**config.mk**
```make
export PLATFORM = sky130hd
export DESIGN_NAME = bram_to_stream
export DESIGN_NICKNAME = d
export VERILOG_FILES = /design/src/rtl/frame_pkg.sv /design/src/rtl/small_sync_fifo.sv /design/src/rtl/bram_to_stream.sv
export SDC_FILE = /design/constraint.sdc
export NUM_CORES = 1
export LEC_CHECK = 0
export ABC_AREA = 1
export ABC_CLOCK_PERIOD_IN_PS = 2300
export CORE_MARGIN = 8
export CORE_UTILIZATION = 54
export DETAILED_ROUTE_END_ITERATION = 7
export GPL_TIMING_DRIVEN = 0
export PLACE_DENSITY = 0.8
export SLEW_MARGIN = 5
export SYNTH_ARGS = -nofsm -noshare
export SYNTH_HDL_FRONTEND = slang
export SYNTH_SLANG_ARGS = --single-unit
```
**constraint.sdc**
```tcl
create_clock -name clk -period 2.3 [get_ports clk]
set_input_delay 0.69 -clock clk [delete_from_list [all_inputs] [get_ports clk]]
set_output_delay 0.69 -clock clk [all_outputs]
set_load 0.01 [all_outputs]
```
**src/rtl/frame_pkg.sv**
```systemverilog
// frame_pkg - shared types and helpers for the frame-buffer reader/writer pair.
//   pix_addr_w : address width needed to cover one img_width x img_height frame
//   rd_state_t : reader FSM states
//   pixel_t    : default-width tagged pixel {data, sof, last}
package frame_pkg;

  localparam int unsigned PIX_W = 8;

  typedef enum logic [1:0] {
    IDLE  = 2'd0,
    READ  = 2'd1,
    DRAIN = 2'd2
  } rd_state_t;

  typedef struct packed {
    logic [PIX_W-1:0] data;
    logic             sof;
    logic             last;
  } pixel_t;

  function automatic int unsigned pix_addr_w(input int unsigned img_width,
                                             input int unsigned img_height);
    return $clog2(img_width * img_height);
  endfunction

endpackage

```
**src/rtl/small_sync_fifo.sv**
```systemverilog
// small_sync_fifo - tiny synchronous FIFO, output taken straight from the storage registers.
// Ports:
//   clk, rst      clock, asynchronous active-high reset
//   push, wdata   write strobe and data
//   pop           read strobe (ignored when empty)
//   rdata         head entry (only meaningful when !empty)
//   empty, count  occupancy status
module small_sync_fifo #(
  parameter int unsigned DEPTH = 3,
  parameter int unsigned WIDTH = 8,
  localparam int unsigned CNT_W = $clog2(DEPTH + 1)
) (
  input  logic             clk,
  input  logic             rst,
  input  logic             push,
  input  logic [WIDTH-1:0] wdata,
  input  logic             pop,
  output logic [WIDTH-1:0] rdata,
  output logic             empty,
  output logic [CNT_W-1:0] count
);

  localparam int unsigned PTR_W = (DEPTH > 1) ? $clog2(DEPTH) : 1;
  localparam logic [PTR_W-1:0] LAST_PTR = PTR_W'(DEPTH - 1);

  logic [WIDTH-1:0] mem_q [DEPTH];
  logic [PTR_W-1:0] wr_ptr_q, rd_ptr_q;
  logic [CNT_W-1:0] count_q;
  logic             do_push, do_pop;

  assign do_pop  = pop && (count_q != '0);
  // A full FIFO still accepts a write when the head leaves in the same cycle.
  assign do_push = push && ((count_q != CNT_W'(DEPTH)) || do_pop);

  always_ff @(posedge clk or posedge rst) begin
    if (rst) begin
      wr_ptr_q <= '0;
      rd_ptr_q <= '0;
      count_q  <= '0;
    end else begin
      if (do_push) wr_ptr_q <= (wr_ptr_q == LAST_PTR) ? '0 : wr_ptr_q + PTR_W'(1);
      if (do_pop)  rd_ptr_q <= (rd_ptr_q == LAST_PTR) ? '0 : rd_ptr_q + PTR_W'(1);
      unique case ({do_push, do_pop})
        2'b10:   count_q <= count_q + CNT_W'(1);
        2'b01:   count_q <= count_q - CNT_W'(1);
        default: count_q <= count_q;
      endcase
    end
  end

  // Storage needs no reset: consumers qualify rdata with !empty.
  always_ff @(posedge clk) begin
    if (do_push) mem_q[wr_ptr_q] <= wdata;
  end

  assign rdata = mem_q[rd_ptr_q];
  assign empty = (count_q == '0);
  assign count = count_q;

endmodule

```
**src/rtl/bram_to_stream.sv**
```systemverilog
// bram_to_stream - reads one IMG_WIDTH x IMG_HEIGHT frame from a BRAM read port on a start
// pulse and emits it as a valid/ready pixel stream in raster order with sof/last tags.
// Reads are credit-limited so every returned word has a FIFO slot; backpressure never
// loses pixels.
// Optional build macro BRAM_TO_STREAM_BINARIZE_EN: y_data becomes all-ones when the
// pixel is >= WHITE_THRESHOLD, else zero (applied at the FIFO output).
// Ports:
//   clk, rst                    clock, asynchronous active-high reset
//   start                       one-cycle pulse, ignored while busy
//   busy, frame_done            frame in progress / one-cycle completion pulse
//   bram_addr, bram_re          BRAM read request
//   bram_rdata                  BRAM data, RD_LATENCY cycles after bram_re
//   y_valid, y_ready, y_data    output pixel stream
//   y_sof, y_last               first / final pixel of the frame
module bram_to_stream
  import frame_pkg::*;
#(
  parameter int unsigned IMG_WIDTH       = 640,
  parameter int unsigned IMG_HEIGHT      = 480,
  parameter int unsigned W               = 8,
  parameter int unsigned RD_LATENCY      = 1,
  parameter int unsigned WHITE_THRESHOLD = 180,
  localparam int unsigned AW = pix_addr_w(IMG_WIDTH, IMG_HEIGHT)
) (
  input  logic          clk,
  input  logic          rst,
  input  logic          start,
  output logic          busy,
  output logic          frame_done,
  output logic [AW-1:0] bram_addr,
  output logic          bram_re,
  input  logic [W-1:0]  bram_rdata,
  output logic          y_valid,
  input  logic          y_ready,
  output logic [W-1:0]  y_data,
  output logic          y_sof,
  output logic          y_last
);

  localparam int unsigned N          = IMG_WIDTH * IMG_HEIGHT;
  localparam int unsigned FIFO_DEPTH = RD_LATENCY + 2;
  localparam int unsigned CNT_W      = $clog2(FIFO_DEPTH + 1);
  localparam logic [AW-1:0] LAST_ADDR = AW'(N - 1);

  typedef struct packed {
    logic [W-1:0] data;
    logic         sof;
    logic         last;
  } tag_pix_t;

  rd_state_t             state_q, state_d;
  logic [AW-1:0]         rd_addr_q, rd_addr_d;
  logic                  frame_done_q, frame_done_d;
  logic [RD_LATENCY-1:0] vld_q, vld_d, sof_q, sof_d, last_q, last_d;
  logic [CNT_W-1:0]      in_flight, fifo_count;
  logic                  credit, issue, fifo_empty, pop, last_hs;
  tag_pix_t              push_pix, head_pix;
  logic [W-1:0]          pix;

  // Reads in flight plus words already queued must never exceed the FIFO depth.
  always_comb begin
    in_flight = '0;
    for (int i = 0; i < int'(RD_LATENCY); i++) begin
      in_flight = in_flight + CNT_W'(vld_q[i]);
    end
  end

  assign credit = ({1'b0, in_flight} + {1'b0, fifo_count}) < (CNT_W + 1)'(FIFO_DEPTH);
  assign issue  = (state_q == READ) && credit;

  // Valid/tag shift register aligned with the BRAM read latency.
  always_comb begin
    vld_d     = '0;
    sof_d     = '0;
    last_d    = '0;
    vld_d[0]  = issue;
    sof_d[0]  = issue && (rd_addr_q == '0);
    last_d[0] = issue && (rd_addr_q == LAST_ADDR);
    for (int i = 1; i < int'(RD_LATENCY); i++) begin
      vld_d[i]  = vld_q[i-1];
      sof_d[i]  = sof_q[i-1];
      last_d[i] = last_q[i-1];
    end
  end

  assign pop     = y_valid && y_ready;
  assign last_hs = pop && head_pix.last;

  always_comb begin
    state_d      = state_q;
    rd_addr_d    = rd_addr_q;
    frame_done_d = 1'b0;
    unique case (state_q)
      IDLE: begin
        if (start) begin
          state_d   = READ;
          rd_addr_d = '0;
        end
      end
      READ: begin
        if (issue) begin
          // Hold at the final address rather than wrapping.
          if (rd_addr_q == LAST_ADDR) state_d = DRAIN;
          else                        rd_addr_d = rd_addr_q + AW'(1);
        end
      end
      DRAIN: begin
        // The final pixel is the only entry left when it handshakes.
        if (last_hs && (fifo_count == CNT_W'(1)) && (in_flight == '0)) begin
          state_d      = IDLE;
          rd_addr_d    = '0;
          frame_done_d = 1'b1;
        end
      end
      default: state_d = IDLE;
    endcase
  end

  always_ff @(posedge clk or posedge rst) begin
    if (rst) begin
      state_q      <= IDLE;
      rd_addr_q    <= '0;
      frame_done_q <= 1'b0;
      vld_q        <= '0;
      sof_q        <= '0;
      last_q       <= '0;
    end else begin
      state_q      <= state_d;
      rd_addr_q    <= rd_addr_d;
      frame_done_q <= frame_done_d;
      vld_q        <= vld_d;
      sof_q        <= sof_d;
      last_q       <= last_d;
    end
  end

  assign push_pix.data = bram_rdata;
  assign push_pix.sof  = sof_q[RD_LATENCY-1];
  assign push_pix.last = last_q[RD_LATENCY-1];

  small_sync_fifo #(
    .DEPTH(FIFO_DEPTH),
    .WIDTH($bits(tag_pix_t))
  ) u_fifo (
    .clk  (clk),
    .rst  (rst),
    .push (vld_q[RD_LATENCY-1]),
    .wdata(push_pix),
    .pop  (pop),
    .rdata(head_pix),
    .empty(fifo_empty),
    .count(fifo_count)
  );

`ifdef BRAM_TO_STREAM_BINARIZE_EN
  assign pix = (head_pix.data >= W'(WHITE_THRESHOLD)) ? '1 : '0;
`else
  logic unused_thr;
  assign unused_thr = ^WHITE_THRESHOLD;
  assign pix        = head_pix.data;
`endif

  assign busy       = (state_q != IDLE);
  assign frame_done = frame_done_q;
  assign bram_re    = issue;
  assign bram_addr  = rd_addr_q;
  assign y_valid    = !fifo_empty;
  // Zero the payload when idle so the stream reads as all-zero out of reset.
  assign y_data     = y_valid ? pix : '0;
  assign y_sof      = y_valid && head_pix.sof;
  assign y_last     = y_valid && head_pix.last;

endmodule
```
==> metrics.cfg <==
[critical_path]
startpoint = u_fifo.count[0]
crit_path_start_kind = register
cpMaxStageDelayCell = dfrtp_2
cp_common_cell = ha_4
worstSetupPathType = register to output pin
worst_ep_required_time_ns = 1.61
regToRegStartpoint = u_fifo.count[0]
cp.arrival_ns = 1.72
cp-end-kind = output pin
cp_cell_sequence = ha_4, ha_4, a21o_1, or2_4, inv_4, buf_6
crit_fanout = 4
timing.reg2reg.setup_slack_ns = 0.29
crit_path_max_incr_delay_ns = 0.44

[timing]
fin_crit_sh_pct = 105
setup_ws_ns = -0.111
finalMaxSlewViolations = 0
min_period_ns = 2.41
slew-limit-headroom_pct = 56.3
finalClockSkew_ns = 0.0112
setup_violations = 7
grt_setup_unrepaired = yes
finalHoldViolations = 0
tns_ns = -0.229
worstMarginPinSlew_ns = 0.655
fmax_mhz = 415

[grt]
grt_pass1_vias = 2464
grt_overflow = 0
grt_use_total_pct = 17.8
antenna_found_initial = 0
grt_first_pass_wirelength_um = 11800
grt_max_degree = 32

[clock_network]
clk_latency_ns = 0.33
clock-sinks = 61
clockBufferDepth = 2
cts_made_buffers = 9
htree_levels = 3
postCtsHoldBufs = 0
cts_root_buf = clkbuf_8
path_clk_slew_ns = 0.08
cts_tree = done

[power_and_ir_drop]
p_leak_nw = 1.88
p_per_area_mw_per_mm2 = 1130
vdd_drop_max_uv = 688

[final_layout]
nets = 445
final_util_pct = 73.9
area_delta_synth_final_pct = 33.3
final_common_cell = nand2_1
mostFrequentLayoutCells = nand2_1, inv_1, clkdlybuf4s50_1
n_antenna_cell = 0
drive_gt1_share_pct = 19.8
layoutNonFillerInstCount = 502

[place]
gp_congestion = 0.877
hpwl_um = 4630
dp.cells = 462
port_buffers = 44

[synth]
ys_ff_latch = 61
yosysWarnings = 0
syn-num-nets = 366
synth.area.top_cells = edfxtp_1, dfrtp_1, nand2_1
synth.distinct_cells = 27
netlist.area_leader.share_pct = 29.7
yosysSeqAreaShare_pct = 55.3
synth_largest_area_cell = edfxtp_1
syn_area_mm2 = 0.00303
syn_area_per_cell_um2 = 8.77
syn_inst = 346

[drt]
vias = 2574
drc_errors = 0
avgViaCountPerCell = 5.13
ant_nets = 0
dr.first_iter.drc_count = 170
wirelength_um = 7330
wire_per_inst_um = 14.6
firstDrtPassIters = 4

[worst_hold_path]
hold_path_class = register to register
hp-start = sof_q

[floorplan]
chipWidth_um = 91.0
core_area_mm2 = 0.00547
die_h_um = 91.0
start_util_pct = 55.4
io_pins = 45
rows = 27
die_area_mm2 = 0.00827

[status]
status = finished with violations
violations = negative setup slack

[flow_run]
maxCapViolations = 0

-- registers in the layout (all words and copies together), names as in the netlist --
| register | count |
|---|---|
| vld_q | 1 |
| state_q | 2 |
| u_fifo.mem_q | 30 |
| u_fifo.rd_ptr_q | 2 |
| bram_addr | 19 |
| last_q | 1 |
| frame_done | 1 |
| u_fifo.count | 2 |
| sof_q | 1 |
| u_fifo.wr_ptr_q | 2 |
-- cells in the mapped netlist --
cell type / n
buf_2: 1
nor3_1: 10
nor2_1: 20
nand3_1: 25
o21ai_1: 1
o211ai_1: 1
edfxtp_1: 30
xnor2_1: 4
nand3b_1: 1
o21bai_1: 2
buf_6: 2
a21oi_2: 1
o21ai_0: 12
nand2_4: 1
inv_1: 42
xor2_1: 8
a21o_1: 1
nand2_2: 4
ha_1: 8
nand2_1: 126
nand4_1: 2
nor4_1: 2
clkbuf_1: 3
or2_2: 4
nor2_2: 2
dfrtp_1: 31
nor2_4: 2
-- critical path, delay by kind of cell, from the launching register on --
kind | cells | cell delay [ns]
adder cells (fa/ha/maj) | 2 | 0.38
flip-flops | 1 | 0.44
buffers and inverters | 2 | 0.16
AND/OR/NAND/NOR | 1 | 0.25
AO/OA/AOI/OAI | 1 | 0.16
-- final timing paths --
check	endpoint	cells after the start
max	bram_re	6
min	u_fifo.mem_q[2][1]	0
max reg2reg	u_fifo.mem_q[1][8]	7
min reg2reg	u_fifo.mem_q[2][1]	0
max in group asynchronous	u_fifo.count[0]	2
min in group asynchronous	u_fifo.rd_ptr_q[1]	2
-- per-layer routing --
metal	share of wire [%]	track usage (%)	vias up
met2	50	29.4	79
met5	0	0	-
met3	5.7	3.46	8
met1	43	21.5	1218
met4	1.6	9.69	0
li1	-	-	1269
-- metrics by stage --
stage	cell area (um^2)	setup slack (ns)	total power, mW	hold slack [ns]
detailed placement	3580	-0.579	3.19	0.458
global placement	3560	-0.745	3.10	0.443
CTS	3940	-0.114	4.31	0.471
global route	4040	-0.176	4.89	0.503
finish	4040	-0.111	4.58	0.468
floorplan	3030	0.169	2.49	0.438
-- cell families after synthesis --
group	synth area share, %
AO/OA/AOI/OAI	3.42
XOR/XNOR	3.46
adder cells (fa/ha/maj)	3.30
buffers and inverters	6.47
flip-flops	55.3
AND/OR/NAND/NOR	28.1
-- power by group --
part           internal (mW)  total [mW]  switching [mW]  leakage (nW)
combinational           1.07        2.30            1.23          1.10
sequential              1.34        1.48           0.139         0.690
clock                  0.382       0.804           0.422        0.0840
-- what timing repair did --
item | in CTS | in global routing
cloned | 1 | 0
endpoints found under the setup margin | 16 | 39
pin swaps | 6 | 8
setup buffers | 18 | 5
gates resized for setup | 64 | 21
-- cell type report --
| class | instances | area [um^2] |
|---|---|---|
| plain buffers | 6 | 68.8 |
| inverters | 42 | 163 |
| well taps | 72 | 90.1 |
| fillers | 371 | 1430 |
| multi-input cells | 238 | 1260 |
| clock inverters | 7 | 42.5 |
| clock buffers | 9 | 124 |
| repair buffers | 67 | 617 |
| flip-flops and latches | 61 | 1680 |
Power figures use the tool's default switching activity.
